## config.mk

```make
export PLATFORM = sky130hd
export DESIGN_NAME = word_transmitter
export DESIGN_NICKNAME = d
export VERILOG_FILES = /design/src/rtl/word_transmitter_pkg.sv /design/src/rtl/symbol_encoder.sv /design/src/rtl/word_transmitter.sv
export SDC_FILE = /design/constraint.sdc
export NUM_CORES = 1
export LEC_CHECK = 0
export CAP_MARGIN = 20
export CORE_MARGIN = 1
export CORE_UTILIZATION = 50
export CTS_CLUSTER_DIAMETER = 100
export DETAILED_ROUTE_END_ITERATION = 7
export DONT_BUFFER_PORTS = 1
export HOLD_SLACK_MARGIN = 0.08
export PLACE_DENSITY = 0.78
export SETUP_SLACK_MARGIN = 0.05
export SLEW_MARGIN = 0
export SYNTH_ARGS = -nofsm -noshare
export SYNTH_HDL_FRONTEND = slang
export SYNTH_SLANG_ARGS = --single-unit
```

## constraint.sdc

```tcl
create_clock -name clk -period 2.4 [get_ports clk]
set_input_delay 0.48 -clock clk [delete_from_list [all_inputs] [get_ports clk]]
set_output_delay 0.48 -clock clk [all_outputs]
set_load 0.02 [all_outputs]
```

## src/rtl/word_transmitter_pkg.sv

```systemverilog
// Shared encodings for the word transmitter and word receiver:
// Tipo codes, note-bus symbols, seven-segment patterns, FSM states.
package word_transmitter_pkg;

  typedef logic [1:0] tipo_t;
  typedef logic [3:0] sym_t;
  typedef logic [6:0] seg_t;

  localparam tipo_t TIPO_DO   = 2'b11;
  localparam tipo_t TIPO_RE   = 2'b10;
  localparam tipo_t TIPO_MI   = 2'b01;
  localparam tipo_t TIPO_NONE = 2'b00;

  localparam sym_t SYM_DO   = 4'b0011;
  localparam sym_t SYM_RE   = 4'b0100;
  localparam sym_t SYM_MI   = 4'b0101;
  localparam sym_t SYM_TERM = 4'b0000;

  localparam seg_t SEG_DO    = 7'b1000010;
  localparam seg_t SEG_RE    = 7'b1111010;
  localparam seg_t SEG_MI    = 7'b0001001;
  localparam seg_t SEG_BLANK = 7'b1111111;

  localparam logic [1:0] ST_IDLE   = 2'd0;
  localparam logic [1:0] ST_LETTER = 2'd1;
  localparam logic [1:0] ST_TERM   = 2'd2;

endpackage

```

## src/rtl/symbol_encoder.sv

```systemverilog
// Maps a Tipo code to its note-bus symbol and seven-segment pattern.
// TIPO_NONE yields the terminator and a blank display.
module symbol_encoder
  import word_transmitter_pkg::*;
(
  input  logic [1:0] tipo_i,
  output logic [3:0] sym_o,
  output logic [6:0] seg_o
);

  always_comb begin
    sym_o = SYM_TERM;
    seg_o = SEG_BLANK;
    unique case (1'b1)
      tipo_i == TIPO_DO: begin
        sym_o = SYM_DO;
        seg_o = SEG_DO;
      end
      tipo_i == TIPO_RE: begin
        sym_o = SYM_RE;
        seg_o = SEG_RE;
      end
      tipo_i == TIPO_MI: begin
        sym_o = SYM_MI;
        seg_o = SEG_MI;
      end
      default: begin
        sym_o = SYM_TERM;
        seg_o = SEG_BLANK;
      end
    endcase
  end

endmodule

```

## src/rtl/word_transmitter.sv

```systemverilog
// Sends one letter word as LETTER then TERM on the note bus,
// with a 1-deep pending slot so back-to-back words have no gap.
module word_transmitter
  import word_transmitter_pkg::*;
#(
  parameter int HOLD_CYCLES = 4
) (
  input  logic       clk,
  input  logic       Reset,
  input  logic       Start,
  input  logic [1:0] Tipo_in,
  output logic       Ack,
  output logic       Reject,
  output logic       Tom,
  output logic       Nota_A,
  output logic       Nota_B,
  output logic       Nota_C,
  output logic       Ready,
  output logic       End,
  output logic       Busy,
  output logic [6:0] Saida
);

  localparam logic [3:0] LAST = 4'(HOLD_CYCLES - 1);

  logic [1:0] state_q, state_d;
  logic [3:0] cnt_q, cnt_d;
  tipo_t      cur_q, cur_d;
  tipo_t      pend_q, pend_d;
  logic       pvld_q, pvld_d;

  logic       accept, reject;
  logic       take;
  tipo_t      enc_tipo;
  sym_t       enc_sym;
  seg_t       enc_seg;
  logic       end_d;

  logic [3:0] bus_q;
  seg_t       seg_q;
  logic       ack_q, rej_q, end_q;
  logic       busy_q, ready_q;

  assign accept = Start && (Tipo_in != TIPO_NONE) && !pvld_q;
  assign reject = Start && !accept;

  always_comb begin
    state_d = state_q;
    take    = 1'b0;
    unique case (state_q)
      ST_IDLE: begin
        if (pvld_q) begin
          state_d = ST_LETTER;
          take    = 1'b1;
        end
      end
      ST_LETTER: begin
        if (cnt_q == LAST) state_d = ST_TERM;
      end
      ST_TERM: begin
        if (cnt_q == LAST) begin
          if (pvld_q) begin
            state_d = ST_LETTER;
            take    = 1'b1;
          end else begin
            state_d = ST_IDLE;
          end
        end
      end
      default: state_d = ST_IDLE;
    endcase
  end

  always_comb begin
    cnt_d = cnt_q;
    if (state_d != state_q) cnt_d = 4'd0;
    else if (state_q != ST_IDLE && cnt_q != LAST) cnt_d = cnt_q + 4'd1;
  end

  // The slot is consumed by take and refilled only when it was empty,
  // so the two never collide in one cycle.
  always_comb begin
    cur_d  = cur_q;
    pend_d = pend_q;
    pvld_d = pvld_q;
    if (take) begin
      cur_d  = pend_q;
      pvld_d = 1'b0;
    end
    if (accept) begin
      pend_d = Tipo_in;
      pvld_d = 1'b1;
    end
  end

  assign enc_tipo = (state_d == ST_LETTER) ? cur_d : TIPO_NONE;
  assign end_d    = (state_d == ST_TERM) && (cnt_d == LAST);

  symbol_encoder u_enc (
    .tipo_i (enc_tipo),
    .sym_o  (enc_sym),
    .seg_o  (enc_seg)
  );

  always_ff @(posedge clk) begin
    if (Reset) begin
      state_q <= ST_IDLE;
      cnt_q   <= 4'd0;
      cur_q   <= TIPO_NONE;
      pend_q  <= TIPO_NONE;
      pvld_q  <= 1'b0;
      bus_q   <= SYM_TERM;
      seg_q   <= SEG_BLANK;
      ack_q   <= 1'b0;
      rej_q   <= 1'b0;
      end_q   <= 1'b0;
      busy_q  <= 1'b0;
      ready_q <= 1'b0;
    end else begin
      state_q <= state_d;
      cnt_q   <= cnt_d;
      cur_q   <= cur_d;
      pend_q  <= pend_d;
      pvld_q  <= pvld_d;
      bus_q   <= enc_sym;
      seg_q   <= enc_seg;
      ack_q   <= accept;
      rej_q   <= reject;
      end_q   <= end_d;
      busy_q  <= state_d != ST_IDLE;
      ready_q <= state_d != ST_IDLE;
    end
  end

  assign {Tom, Nota_A, Nota_B, Nota_C} = bus_q;
  assign Saida  = seg_q;
  assign Ack    = ack_q;
  assign Reject = rej_q;
  assign End    = end_q;
  assign Busy   = busy_q;
  assign Ready  = ready_q;

endmodule

```

==> results of run 1 <==
==> power breakdown <==
group | total [W] | internal (W) | switching [W]
registers | 0.000423 | 0.000396 | 0.0000275
logic | 0.0000608 | 0.0000298 | 0.0000310
clock network | 0.000170 | 0.0000646 | 0.000106
total | 0.000655 | 0.000490 | 0.000164
==> worst max-delay path, delay by kind of cell (launching register included) <==
kind,cells,cell delay (ns)
flops,1,0.43
fa+ha+maj,2,0.45
simple gates,3,0.99
compound gates,1,0.28
==> what timing repair did <==
item | CTS | global route
buffers inserted | 0 | 0
hold buffers | 0 | 0
endpoints found under the hold margin | 0 | 0
setup endpoints to repair | 0 | 1
resized for setup | 0 | 1
==> cell usage in the layout (no fill, tap or decap), types with 3 or more instances in the layout <==
cell type,instances
sky130_fd_sc_hd__nand2_1,3
sky130_fd_sc_hd__nand2b_1,8
sky130_fd_sc_hd__a21oi_1,5
sky130_fd_sc_hd__clkbuf_4,3
sky130_fd_sc_hd__buf_4,3
sky130_fd_sc_hd__nor2_1,8
sky130_fd_sc_hd__mux2i_1,3
sky130_fd_sc_hd__nor3b_1,4
sky130_fd_sc_hd__dfxtp_1,23
sky130_fd_sc_hd__nand3b_1,7
sky130_fd_sc_hd__nor2b_1,4
sky130_fd_sc_hd__ha_1,6
==> registers in the layout, indices dropped and copies added, names as in the netlist <==
signal   flops
Reject       1
pend_q       2
Saida        5
Ready        1
bus_q        3
cnt_q        4
state_q      2
Ack          1
cur_q        2
pvld_q       1
End          1
==> layer usage <==
layer	track usage (%)	wire length, um	up-vias
li1	-	-	386
met1	20.7	856	369
met2	30.5	996	16
met3	3.14	65	2
met4	5.88	15	0
met5	0	0	-
==> cells by family (layout without fill, tap and decap cells) <==
| family | after synthesis | after routing | share of synthesized area [%] |
|---|---|---|---|
| AND/OR/NAND/NOR | 49 | 49 | 29.0 |
| flip-flops | 23 | 23 | 42.4 |
| AO/OA/AOI/OAI | 18 | 18 | 11.4 |
| buffers and inverters | 10 | 7 | 5.54 |
| adder cells (fa/ha/maj) | 6 | 6 | 6.92 |
| multiplexers | 3 | 3 | 2.77 |
| XOR/XNOR | 2 | 2 | 1.62 |
| other | 1 | 1 | 0.346 |
==> per-stage QoR <==
step / utilization [%] / setup slack [ns] / area, um^2 / hold WS [ns]
after floorplan: - / 0.197 / 1080 / 0.461
after global placement: 54.0 / 0.270 / 1080 / 0.476
after detailed placement: 54.0 / 0.182 / 1080 / 0.488
after CTS: 55.3 / 0.132 / 1110 / 0.221
after global routing: 55.7 / 0.0613 / 1110 / 0.210
final: 55.7 / 0.153 / 1110 / 0.236
==> layout make-up <==
type | instances | area (um^2) | share of cell area [%]
flip-flops and latches | 23 | 460 | 41.3
clock buffers | 4 | 26.3 | 2.36
well taps | 27 | 33.8 | 3.03
multi-input cells | 79 | 572 | 51.3
repair buffers | 3 | 22.5 | 2.02
==> worst paths after layout <==
check | cells past startpoint | to | startpoint | slack [ns]
worst max-delay path | 6 | Saida[0] | cnt_q[0] | 0.15
worst min-delay path | 1 | state_q[1] | Reset | 0.24
worst max register to register | 6 | Saida[0] | cnt_q[0] | 0.15
worst min register to register | 2 | cur_q[1] | cur_q[1] | 0.51
==> results.toml, run 1 <==
[worst_setup_path]
worst-endpoint-arrival_ns = 2.44
crit_chain = "ha_1 > nor3b_1 > nor3b_1 > a22o_1 > ha_1 > or3_1"
cp_slowest_cell = "sky130_fd_sc_hd__nor3b_1"
critPathRequiredTime_ns = 2.59
slowest_stage_delay_on_critical_path_ns = 0.48
type_of_the_worst_setup_path = "reg2reg"
critPathLaunchType = "flop"
setup.worst_path.end_class = "flop"
path_max_fanout = 6

[pwr]
p_per_area_nw_per_um2 = 587
vdd_ir_drop_max_mv = 0.291
leakagePower_nw = 0.413
total_power_w = 0.000655

[synthesis]
synth_enable_flop_cells = 0
yosys.cell_types.count = 39
post_synth_instance_area_um2 = 1080
postSynthRegisterBits = 23
yosys-top-cells-count = "sky130_fd_sc_hd__dfxtp_1, sky130_fd_sc_hd__nand2b_1, sky130_fd_sc_hd__nor2_1, sky130_fd_sc_hd__nand3b_1, sky130_fd_sc_hd__ha_1"
synth-main-ff-cell = "sky130_fd_sc_hd__dfxtp_1"
synth_warnings = 0
synthArstFlopShare_pct = 0
post-synth-top-area-fraction_pct = 42.4
post-synth-top-count-cell = "sky130_fd_sc_hd__dfxtp_1"
avg_cell_area_syn_um2 = 9.69
yosys.area.top_type = "sky130_fd_sc_hd__dfxtp_1"
syn_inst = 112
synth_area_leaders = "sky130_fd_sc_hd__dfxtp_1, sky130_fd_sc_hd__ha_1, sky130_fd_sc_hd__nand3b_1, sky130_fd_sc_hd__nand2b_1, sky130_fd_sc_hd__mux2i_1"
yosysSeqAreaShare_pct = 42.4
syn_nets = 123

[die]
ioPinCount = 21
start_util_pct = 54.2
die_height_um = 48.6
core-area_um2 = 2000
rows = 16
floorplan.die.width_um = 48.6
die_footprint_um2 = 2360

[routing]
remaining_drc_errors = 0
dr.first_iter.drc_count = 22
drtAntennaViolNets = 0
detailroute.via_count = 773
detail_route.wl_per_cell_um = 14.2
drt-pass1-iter-count = 4
viasPerCell = 5.68
routed_wl_mm = 1.93

[clock_network]
h-tree-depth = 1
worstSkewPairLatency_ns = 0.30
tritoncts_num_sinks = 23
clkTransAtPathRegs_ns = 0.12
clk_path_buf_depth = 2
tritoncts.num_buffers = 3
tritoncts = "built"
clk_root_buf = "sky130_fd_sc_hd__clkbuf_4"

[outcome]
outcome = "finished, final reports clean"

[sta]
max_freq_ghz = 0.445
rsz0062_at_grt = "no"
period_utilization_pct = 93.6
final_hold_viol_count = 0
setup-violations-final = 0
report.final.slew_viol_count = 0
period_minus_slack_ns = 2.25
fin_tns_setup_ns = 0
worst_slew_pin_slew_ns = 0.528
worst_clock_skew_ns = 0.000977
max-slew-margin-rel_pct = 64.7

[placement]
routability_congestion_estimate_from_global_placement = 0.796
port-buffer-count = 0
post-dp-hpwl_mm = 1.35
placedCellCount = 132

[grt]
global_route_wire_length_before_repair_mm = 3.11
grt_pass1_vias = 706
antenna_found_initial = 0
globalRouteTotalUtil_pct = 17.2
grt_max_degree = 25
grt-ovfl-total = 0

[run]
max_capacitance_violation_count = 0

[final_layout]
fillerInstances = 187
area_growth_pct = 2.77
antenna-diode-count = 0
post_route_cells_drive_above_1_share_pct = 10.1
stdcell_count = 136
finish.net_count = 121

[min_path]
hp-class = "in2reg"
(Power assumes the default switching activity.)
==> run 2: changes to the inputs <==
--- a/config.mk
+++ b/config.mk
@@ -8,9 +8,10 @@
 export CAP_MARGIN = 20
 export CORE_MARGIN = 1
 export CORE_UTILIZATION = 50
-export CTS_CLUSTER_DIAMETER = 100
+export CTS_CLUSTER_DIAMETER = 120
 export DETAILED_ROUTE_END_ITERATION = 7
 export DONT_BUFFER_PORTS = 1
+export GPL_TIMING_DRIVEN = 0
 export HOLD_SLACK_MARGIN = 0.08
 export PLACE_DENSITY = 0.78
 export SETUP_SLACK_MARGIN = 0.05
==> run 2 against run 1 <==
  * Die area did not move
  * Count of clock-buffer cells in the layout unchanged
  * Design area up 4.4%
  * Clock power about the same
  * Highest routed layer unchanged
==> results.toml, run 2 (synthesized netlist as in run 1, its figures left out) <==
[outcome]
outcome = "finished, final reports clean"

[run]
max_capacitance_violation_count = 0

[placement]
routability_congestion_estimate_from_global_placement = 0.842
placedCellCount = 139
port-buffer-count = 0
place_ws_ns = -0.0331
post-dp-hpwl_mm = 1.42

[sta]
postLayoutSetupSlackWorst_ns = 0.168
period_utilization_pct = 93.0
fin_tns_setup_ns = 0
period_minus_slack_ns = 2.23
setup-violations-final = 0
max_freq_ghz = 0.448
rsz0062_at_grt = "no"
fin_hold_ws_ns = 0.281
final_hold_viol_count = 0
worst_clock_skew_ns = 0.00389
report.final.slew_viol_count = 0

[worst_setup_path]
setup.worst_path.end_class = "flop"
critPathRequiredTime_ns = 2.60
rrSetupSlack_ns = 0.17
type_of_the_worst_setup_path = "reg2reg"
path_max_fanout = 8
critPathLaunchType = "flop"
slowest_stage_delay_on_critical_path_ns = 0.39
crit_path_frequent_cell = "sky130_fd_sc_hd__ha_1"
worst-endpoint-arrival_ns = 2.43
cp_slowest_cell = "sky130_fd_sc_hd__dfxtp_2"
crit_chain = "ha_1 > or3b_1 > buf_6 > a21oi_4 > a22oi_1 > ha_1 > or3_1"

[die]
die_height_um = 48.6
rows = 16
start_util_pct = 54.2
ioPinCount = 21
floorplan.die.width_um = 48.6
die_footprint_um2 = 2360
core-area_um2 = 2000

[clock_network]
clk_root_buf = "sky130_fd_sc_hd__clkbuf_4"
clk_path_buf_depth = 2
clkTransAtPathRegs_ns = 0.12
worstSkewPairLatency_ns = 0.30
h-tree-depth = 1
ctsHoldBuffers = 0
tritoncts = "built"
tritoncts_num_sinks = 23
tritoncts.num_buffers = 3
postCtsSetupRepairBufs = 0

[pwr]
share_seq_of_total_power_pct = 63.3
comb_power_share_pct = 11.2
total_power_w = 0.000660
p_per_area_nw_per_um2 = 567
p_sw_share_pct = 25.1
p_clk_share_pct = 25.5
internal_power_w = 0.000494
vdd_ir_drop_max_mv = 0.282
net-switching-power_w = 0.000166
leakagePower_nw = 0.438

[routing]
remaining_drc_errors = 0
drt-pass1-iter-count = 4
detailroute.via_count = 798
routed_wl_mm = 1.92
drtAntennaViolNets = 0
viasPerCell = 5.58
detail_route.wl_per_cell_um = 13.4
dr.first_iter.drc_count = 15

[final_layout]
most-common-layout-cells = "sky130_fd_sc_hd__dfxtp_1, sky130_fd_sc_hd__nand2b_1, sky130_fd_sc_hd__nor2_1, sky130_fd_sc_hd__nand3b_1"
antenna-diode-count = 0
finish.net_count = 128
stdcell_count = 143
number_of_flip_flops_under_the_largest_register_name = 5
area_growth_pct = 7.27
mostFrequentLayoutCell = "sky130_fd_sc_hd__dfxtp_1"
post_route_cells_drive_above_1_share_pct = 13.8

[grt]
globalRouteTotalUtil_pct = 17.9
grt_pass1_vias = 738
antenna_found_initial = 0
grt_max_degree = 13
grt-ovfl-total = 0
global_route_wire_length_before_repair_mm = 3.27

[min_path]
hp-class = "in2reg"
-- run 2: changes by cell type in the layout (fill, tap and decap cells not counted), sizes merged --
cell	before	now
clkbuf	4	9
buf	3	5
-- run 2: cell type report --
type                    instances  area [um^2]
fillers                       170          838
multi-input cells              79          582
flip-flops and latches         23          462
plain buffers                  10         60.1
well taps                      27         33.8
clock buffers                   4         26.3
-- run 2: worst paths after layout --
check,startpoint,to,depth (start not counted)
max,cnt_q[0],Saida[0],7
min,Reset,Saida[5],1
max reg2reg,cnt_q[0],Saida[0],7
min reg2reg,cur_q[1],cur_q[1],2
-- run 2: power by group through the flow --
stage	clock network (W)	registers, W	logic (W)
floorplan	0	0.000422	0.0000610
CTS	0.000178	0.000417	0.0000732
detailed placement	0	0.000426	0.0000718
global route	0.000195	0.000420	0.0000814
global placement	0	0.000425	0.0000692
finish	0.000168	0.000417	0.0000738
-- run 2: critical path: cells and delay by family (launching register included) --
kind / cells / cell delay (ns)
adders and majority gates: 2 / 0.44
AOI/OAI and AO/OA: 2 / 0.42
buffers and inverters: 1 / 0.15
and+or+nand+nor: 2 / 0.72
DFF: 1 / 0.39
-- run 2: timing repair --
item                                   in CTS  in global routing
pin swaps                                   0                  1
setup endpoints to repair                   2                  3
endpoints found under the hold margin       0                  0
gates resized for setup                     1                  3
-- run 2: layer usage --
metal	GRT usage (%)	vias up	wire, um
li1	-	405	-
met1	20.2	377	833
met2	33.1	14	1030
met3	3.77	2	45
met4	5.88	0	12
met5	0	-	0
-- run 2: metrics by stage --
step / cell area, um^2 / util [%]
final: 1160 / 58.1
after detailed placement: 1120 / 55.9
after CTS: 1150 / 57.6
after global routing: 1160 / 58.1
after floorplan: 1080 / -
after global placement: 1120 / 55.9
==> run 3: changes to the inputs <==
--- a/config.mk
+++ b/config.mk
@@ -11,9 +11,9 @@
 export CTS_CLUSTER_DIAMETER = 120
 export DETAILED_ROUTE_END_ITERATION = 7
 export DONT_BUFFER_PORTS = 1
-export GPL_TIMING_DRIVEN = 0
 export HOLD_SLACK_MARGIN = 0.08
 export PLACE_DENSITY = 0.78
+export RECOVER_POWER = 50
 export SETUP_SLACK_MARGIN = 0.05
 export SLEW_MARGIN = 0
 export SYNTH_ARGS = -nofsm -noshare
==> results of run 3 <==
Final layout, timing and power as in run 1 (identical DEF).
